### src/rtl/wide_add_seq.sv
// rtl/wide_add_seq.sv - sequential W-bit add/subtract using one shared 16-bit adder slice

module add_slice16 (
    input  logic [15:0] x_i,
    input  logic [15:0] y_i,
    input  logic        carry_i,
    output logic [15:0] sum_o,
    output logic        carry_o
);
    // 16-bit add with carry in and carry out
    assign {carry_o, sum_o} = {1'b0, x_i} + {1'b0, y_i} + {16'd0, carry_i};
endmodule

module wide_add_seq #(
    parameter int WORDS = 4
) (
    input  logic                 clk,
    input  logic                 rst,
    input  logic                 in_valid,
    output logic                 in_ready,
    input  logic [16*WORDS-1:0]  a,
    input  logic [16*WORDS-1:0]  b,
    input  logic                 op,
    input  logic                 cin,
    output logic                 out_valid,
    input  logic                 out_ready,
    output logic [16*WORDS-1:0]  sum,
    output logic                 cout,
    output logic                 ovf,
    output logic                 busy
);
    localparam int W  = 16 * WORDS;
    localparam int IW = $clog2(WORDS);
    localparam logic [IW-1:0] LAST_IDX = IW'(WORDS - 1);

    typedef enum logic [1:0] {
        S_IDLE,
        S_RUN,
        S_DONE
    } state_t;

    state_t          state_q;
    logic [W-1:0]    a_q;
    logic [W-1:0]    b_q;       // already inverted for subtract
    logic [W-1:0]    sum_q;
    logic            carry_q;
    logic [IW-1:0]   idx_q;
    logic [IW-1:0]   idx_d;
    logic            cout_q;
    logic            ovf_q;

    logic [15:0]     slice_x;
    logic [15:0]     slice_y;
    logic [15:0]     slice_sum;
    logic            slice_co;

    // operands for the slice currently being evaluated
    assign slice_x = a_q[{idx_q, 4'b0000} +: 16];
    assign slice_y = b_q[{idx_q, 4'b0000} +: 16];
    assign idx_d   = idx_q + 1'b1;

    add_slice16 u_slice (
        .x_i     (slice_x),
        .y_i     (slice_y),
        .carry_i (carry_q),
        .sum_o   (slice_sum),
        .carry_o (slice_co)
    );

    // accept, one slice per RUN cycle, hold result in DONE until handshake
    always_ff @(posedge clk) begin
        if (rst) begin
            state_q <= S_IDLE;
            a_q     <= '0;
            b_q     <= '0;
            sum_q   <= '0;
            carry_q <= 1'b0;
            idx_q   <= '0;
            cout_q  <= 1'b0;
            ovf_q   <= 1'b0;
        end else begin
            case (state_q)
                S_IDLE: begin
                    if (in_valid) begin
                        a_q     <= a;
                        b_q     <= op ? ~b : b;
                        carry_q <= op ? 1'b1 : cin;
                        idx_q   <= '0;
                        state_q <= S_RUN;
                    end
                end
                S_RUN: begin
                    sum_q[{idx_q, 4'b0000} +: 16] <= slice_sum;
                    carry_q <= slice_co;
                    if (idx_q == LAST_IDX) begin
                        cout_q  <= slice_co;
                        ovf_q   <= (a_q[W-1] == b_q[W-1]) & (slice_sum[15] != a_q[W-1]);
                        state_q <= S_DONE;
                    end else begin
                        idx_q <= idx_d;
                    end
                end
                S_DONE: begin
                    if (out_ready) begin
                        state_q <= S_IDLE;
                    end
                end
                default: state_q <= S_IDLE;
            endcase
        end
    end

    assign in_ready  = (state_q == S_IDLE) & ~rst;
    assign out_valid = (state_q == S_DONE);
    assign busy      = (state_q != S_IDLE);
    assign sum       = sum_q;
    assign cout      = cout_q;
    assign ovf       = ovf_q;
endmodule

### config.mk
export PLATFORM = sky130hd
export DESIGN_NAME = wide_add_seq
export DESIGN_NICKNAME = d
export VERILOG_FILES = /design/src/rtl/wide_add_seq.sv
export SDC_FILE = /design/constraint.sdc
export NUM_CORES = 1
export LEC_CHECK = 0
export BUFFER_PORTS_ARGS = -buffer_cell sky130_fd_sc_hd__buf_2
export CAP_MARGIN = 0
export CORE_MARGIN = 2
export CORE_UTILIZATION = 54
export CTS_BUF_LIST = sky130_fd_sc_hd__clkbuf_16
export CTS_CLUSTER_SIZE = 20
export DETAILED_ROUTE_END_ITERATION = 10
export MAX_ROUTING_LAYER = met4
export PLACE_DENSITY = 0.8
export SLEW_MARGIN = 5
export SYNTH_ARGS = -nofsm -noshare
export SYNTH_HDL_FRONTEND = slang
export SYNTH_SLANG_ARGS = --single-unit
### constraint.sdc
create_clock -name clk -period 5 [get_ports clk]
set_clock_uncertainty 0.15 [all_clocks]
set_input_delay 1.25 -clock clk [delete_from_list [all_inputs] [get_ports clk]]
set_output_delay 1.25 -clock clk [all_outputs]
set_load 0.005 [all_outputs]
======== Word-level counts from Yosys, hierarchy flattened ========
Cells that the tools add are included.
Widths: inputs -> output; s select.
word-level totals
  register bits after elaboration ......... 199
  input port bits ......................... 134
  output and inout port bits .............. 69
  logic and storage cells ................. 49
operators by class
  add/subtract/negate cells ............... 4
  equal/unequal tests ..................... 9
  shift-type cells ........................ 4
  muxes and demuxes ....................... 12
  bitwise operators ....................... 4
  reduce and logical (&&, ||, !) cells .... 8
operators by type and width
  kind                     count
  $shiftx 64x7->16         2
  $bwmux 64                1
  $mux 64                  1
  $not 64->64              1
  $shift 16x8->64 const A  1
  $shiftx 16x8->64         1
  $add 16x16->17           1
  $add 17x1->17            1
  $mux 2                   5
  $neg 6->8                1
  $ne 2x2->1 const B       3
  $pmux 2 s3               1
  $reduce_and 2->1         3
  $reduce_and 3->1         2
  $eq 2x2->1 const B       2
  $pmux 2 s2               1
  $reduce_bool 2->1        2
  $add 2x1->2 const B      1
  $and 1x1->1              2
  $eq 2x1->1 const B       1
  $logic_not 2->1          1
  $mux 1                   2
  $ne 2x1->1 const B       1
  $pmux 1 s2               1
  3 further kinds          3

======== Logic depth before layout (Yosys ltp) ========
  depth in word-level cells ............... 5
  gate-level depth with buffers ........... 13
  depth with buffers taken out ............ 10

======== By module ========
Synthesis repeated with hierarchy kept, for this count alone.
second synthesis, totals
  cells, all modules ...................... 994
  area total of the unflattened synthesis .. 9186.3 sq um
by module, submodules not included
  module        times used  cells each  area each (sq um)
  wide_add_seq  1           905         8453.1
  add_slice16   1           89          733.2

======== Least setup slack after synthesis ========
Ideal clock, no wire load.
  kind .................................... register to register
  start point ............................. reg idx_q[0]
  end point ............................... reg ovf_q, in the netlist ovf
  arrival time ............................ 3609 ps
  data required time ...................... 4762 ps
  path slack .............................. 1152 ps
  cell stages (with the launch flop) ...... 12
  clock period less this slack ............ 3848 ps
  cell sequence ........................... dfxtp_1 > clkbuf_1 > buf_2 > mux4_2 > ha_1 > and2_4 > a221oi_4 > a211oi_2 > or4_1 > buf_2 > a31o_1 > a311oi_2
on the way
  word-level cells in the longest chain between the ends .. 5
RTL lines
  item                                        RTL line  RTL
  start: declaration                          47        logic [IW-1:0] idx_q;
  start signal: assignment                    100       idx_q <= idx_d;
  $shiftx 64x7->16, on equally long branches  58, 59
  $add 16x16->17                              11        assign {carry_o, sum_o} = {1'b0, x_i} + {1'b0, y_i} + {16'd0, carry_i};
  $add 17x1->17                               11
  $ne 1x1->1                                  97        ovf_q <= (a_q[W-1] == b_q[W-1]) & (slice_sum[15] != a_q[W-1]);
  $and 1x1->1                                 97
  end signal: assignment                      97
  end: declaration                            50        logic ovf_q;
Several ways; a longest one is shown, not always the timed one.
A chain may end at the register's enable or synchronous reset.

======== Worst setup path in the final report ========
Ends and elaborated chain as after synthesis.

==> impl_metrics.ini <==
[status]
status = complete, no violations

[power]
clkPwrFrac_pct = 36.1
intPower_uw = 2661
seqPwrFrac_pct = 47.4
p_comb_share_pct = 16.6
fin_total_pwr_uw = 3668
leakage_uw = 0.004371
p_switching_uw = 1008
powerDensity_nw_per_um2 = 340.5
vdd_ir_drop_max_mv = 0.2613
switching_share_pct = 27.47

[worst_setup_path]
worstPathRequired_ns = 5.20
crit_path_max_incr_delay_ns = 0.91
cp_max_fo = 30
slowest_stage = dfxtp_2
cp_cell_sequence = buf_4, mux4_2, ha_1, and2_4, a221oi_4, a211oi_2, or4_1, a31o_1, a311oi_2
rrSetupSlack_ns = 0.92
rr_endpoint = ovf
crit_path_start_kind = flip-flop
path_class = reg -> reg
endpoint_kind = flip-flop
r2r_cells = 9
worstPathArrival_ns = 4.28
r2r-start = idx_q[0]

[synthesis]
syn-num-nets = 1156
synth_cell_type_count = 53
synth_edf_count = 0
synthCells = 999
synth_most_common_cell = dfxtp_1
ys.flop_type = dfxtp_1
synth.area.top_cells = dfxtp_1 44%, mux4_2 7.9%, xnor2_1 6.4%, nand2_1 6.2%, a211oi_1 5.5%
synth-seq-cells = 199
yosysTopAreaCell = dfxtp_1
yosys.area.top_type_share_pct = 43.77
async_flop_share_pct = 0
avgSynthCellArea_sq_um = 9.112
synth_seq_area_share_pct = 43.77
yosys-top-cells-count = 199 x dfxtp_1, 150 x nand2_1, 122 x nor2_1
yosys_warnings = 0
netlist_area_sq_um = 9102

[floorplanning]
io_pins = 203
rows = 47
start_util_pct = 55.08
core_sq_um = 16520
die_area_sq_um = 17910
fp.dieH_um = 133.8
die_x_um = 133.8

[grt]
grt_pass1_vias = 7286
gr-total-overflow = 0
grt_antenna_before_repair = 0
gr-usage-all-layers_pct = 27.11
grt_pass1_wl_mm = 36.94
grt_max_degree = 110

[placement]
placedCellCount = 1354
hpwl_mm = 16.77
gp_congestion = 0.9112
port_buffers = 202

[clock_network]
cts_setup_buffers = 0
clock_latency_ns = 0.44
cts.sinks = 199
cts_inserted_buffers = 17
cts_tree = built
ctsResizeCount = 0
cts_buffer_depth = 2
clk_pin_slew_worst_paths_ns = 0.06
root_buffer = clkbuf_16
cts-hold-fix-buffers = 0
htreeDepth = 4

[route]
wl_per_cell_um = 16.94
vias_per_cell = 5.665
drt_pass1_iterations = 5
drt_iter0_markers = 715
wirelength_mm = 23.49
ant_nets = 0
vias = 7852
route.detailed.drc = 0

[sta]
drv_slew = 0
tns_ns = 0
min_period_ns = 4.081
tightest_slew_ns = 1.094
rsz0062_at_grt = no
slew_headroom_pct = 27.05
hold_viol = 0
timing.fmax_mhz = 245.0
min_period_over_period_pct = 81.63
setup-violations-final = 0

[hold_path]
min_to = a_q[16]
min_path_cells = 2
hp-start = a_q[16]
hp-class = reg -> reg

[finish]
drive_above_1_share_pct = 24.70
fin_cells = 1386
final_util_pct = 65.19
diodes = 0
area_growth_syn_to_layout_pct = 18.34
final_nets = 1310

[run]
max_cap_violations = 0
metrics by stage:
stage | instance area [sq um] | setup WS, ns | hold WS [ns]
2_1_floorplan | 9102 | 1.152 | 0.2831
3_3_place_gp | 10210 | 0.9873 | 0.2904
3_5_place_dp | 10210 | 0.9154 | 0.2969
4_1_cts | 10770 | 0.8990 | 0.3026
5_1_grt | 10770 | 0.6035 | 0.3214
6_report | 10770 | 0.9187 | 0.3018
cell type report:
type	count	area, sq um
inverters	11	41.29
clock inverters	15	138.9
repair buffers	213	1115
flip-flops and latches	199	3986
clock buffers	17	425.4
fillers	1344	5753
well taps	220	275.3
multi-input cells	711	4790
worst max path at each step:
stage / slack [ns] / start / cells after the start / to
detailed placement: 0.92 / idx_q[0] / 9 / ovf
global route: 0.60 / idx_q[0] / 9 / ovf
CTS: 0.90 / idx_q[0] / 9 / ovf
global placement: 0.99 / idx_q[0] / 9 / ovf
floorplan: 1.15 / idx_q[0] / 11 / ovf
finish: 0.92 / idx_q[0] / 9 / ovf
per-layer routing:
layer | GRT usage [%] | part of all wire, % | up-vias
met5 | - | 0 | -
met1 | 35.85 | 44 | 3610
li1 | - | - | 3834
met3 | 5.102 | 7.1 | 61
met2 | 41.00 | 46 | 347
met4 | 11.52 | 3.6 | 0
cells by family (layout without fill, tap and decap cells):
kind of cell | count (synthesis) | in the layout | share of synthesized area, %
multiplexers | 33 | 33 | 8.027
AO/OA/AOI/OAI | 247 | 247 | 18.14
adder cells (fa/ha/maj) | 23 | 23 | 3.326
AND/OR/NAND/NOR | 340 | 340 | 16.38
XOR/XNOR | 68 | 68 | 6.543
buffers and inverters | 89 | 256 | 3.808
flip-flops | 199 | 199 | 43.77
power groups by stage:
| stage | logic, uW | registers [uW] | clock network (uW) |
|---|---|---|---|
| floorplan | 434 | 1740 | 0 |
| global placement | 588 | 1770 | 0 |
| detailed placement | 599 | 1770 | 0 |
| CTS | 604 | 1740 | 1340 |
| global route | 668 | 1750 | 1400 |
| finish | 607 | 1740 | 1320 |
placed cells by master, fill, tap and decap left out, types with 15 or more instances in the layout:
| cell type | instances |
|---|---|
| buf_2 | 200 |
| dfxtp_1 | 197 |
| nand2_1 | 149 |
| nor2_1 | 122 |
| a21oi_1 | 88 |
| xnor2_1 | 67 |
| a211oi_1 | 67 |
| mux4_2 | 32 |
| a22oi_1 | 28 |
| ha_1 | 21 |
| nand3b_1 | 17 |
| clkbuf_16 | 17 |
| o21ai_0 | 15 |
critical path, delay by kind of cell, from the launching register on:
| kind | cells | cell delay [ns] |
|---|---|---|
| flops | 1 | 0.91 |
| simple gates | 2 | 0.83 |
| compound gates | 4 | 0.90 |
| mux | 1 | 0.52 |
| buf+inv | 1 | 0.33 |
| fa+ha+maj | 1 | 0.35 |
state kept, by name (all words and copies together), names as in the netlist:
register / flops
ovf: 1
a_q: 64
b_q: 64
idx_q: 2
state_q: 2
carry_q: 1
cout: 1
sum: 64
No activity file was read; power rests on OpenSTA's default activity.
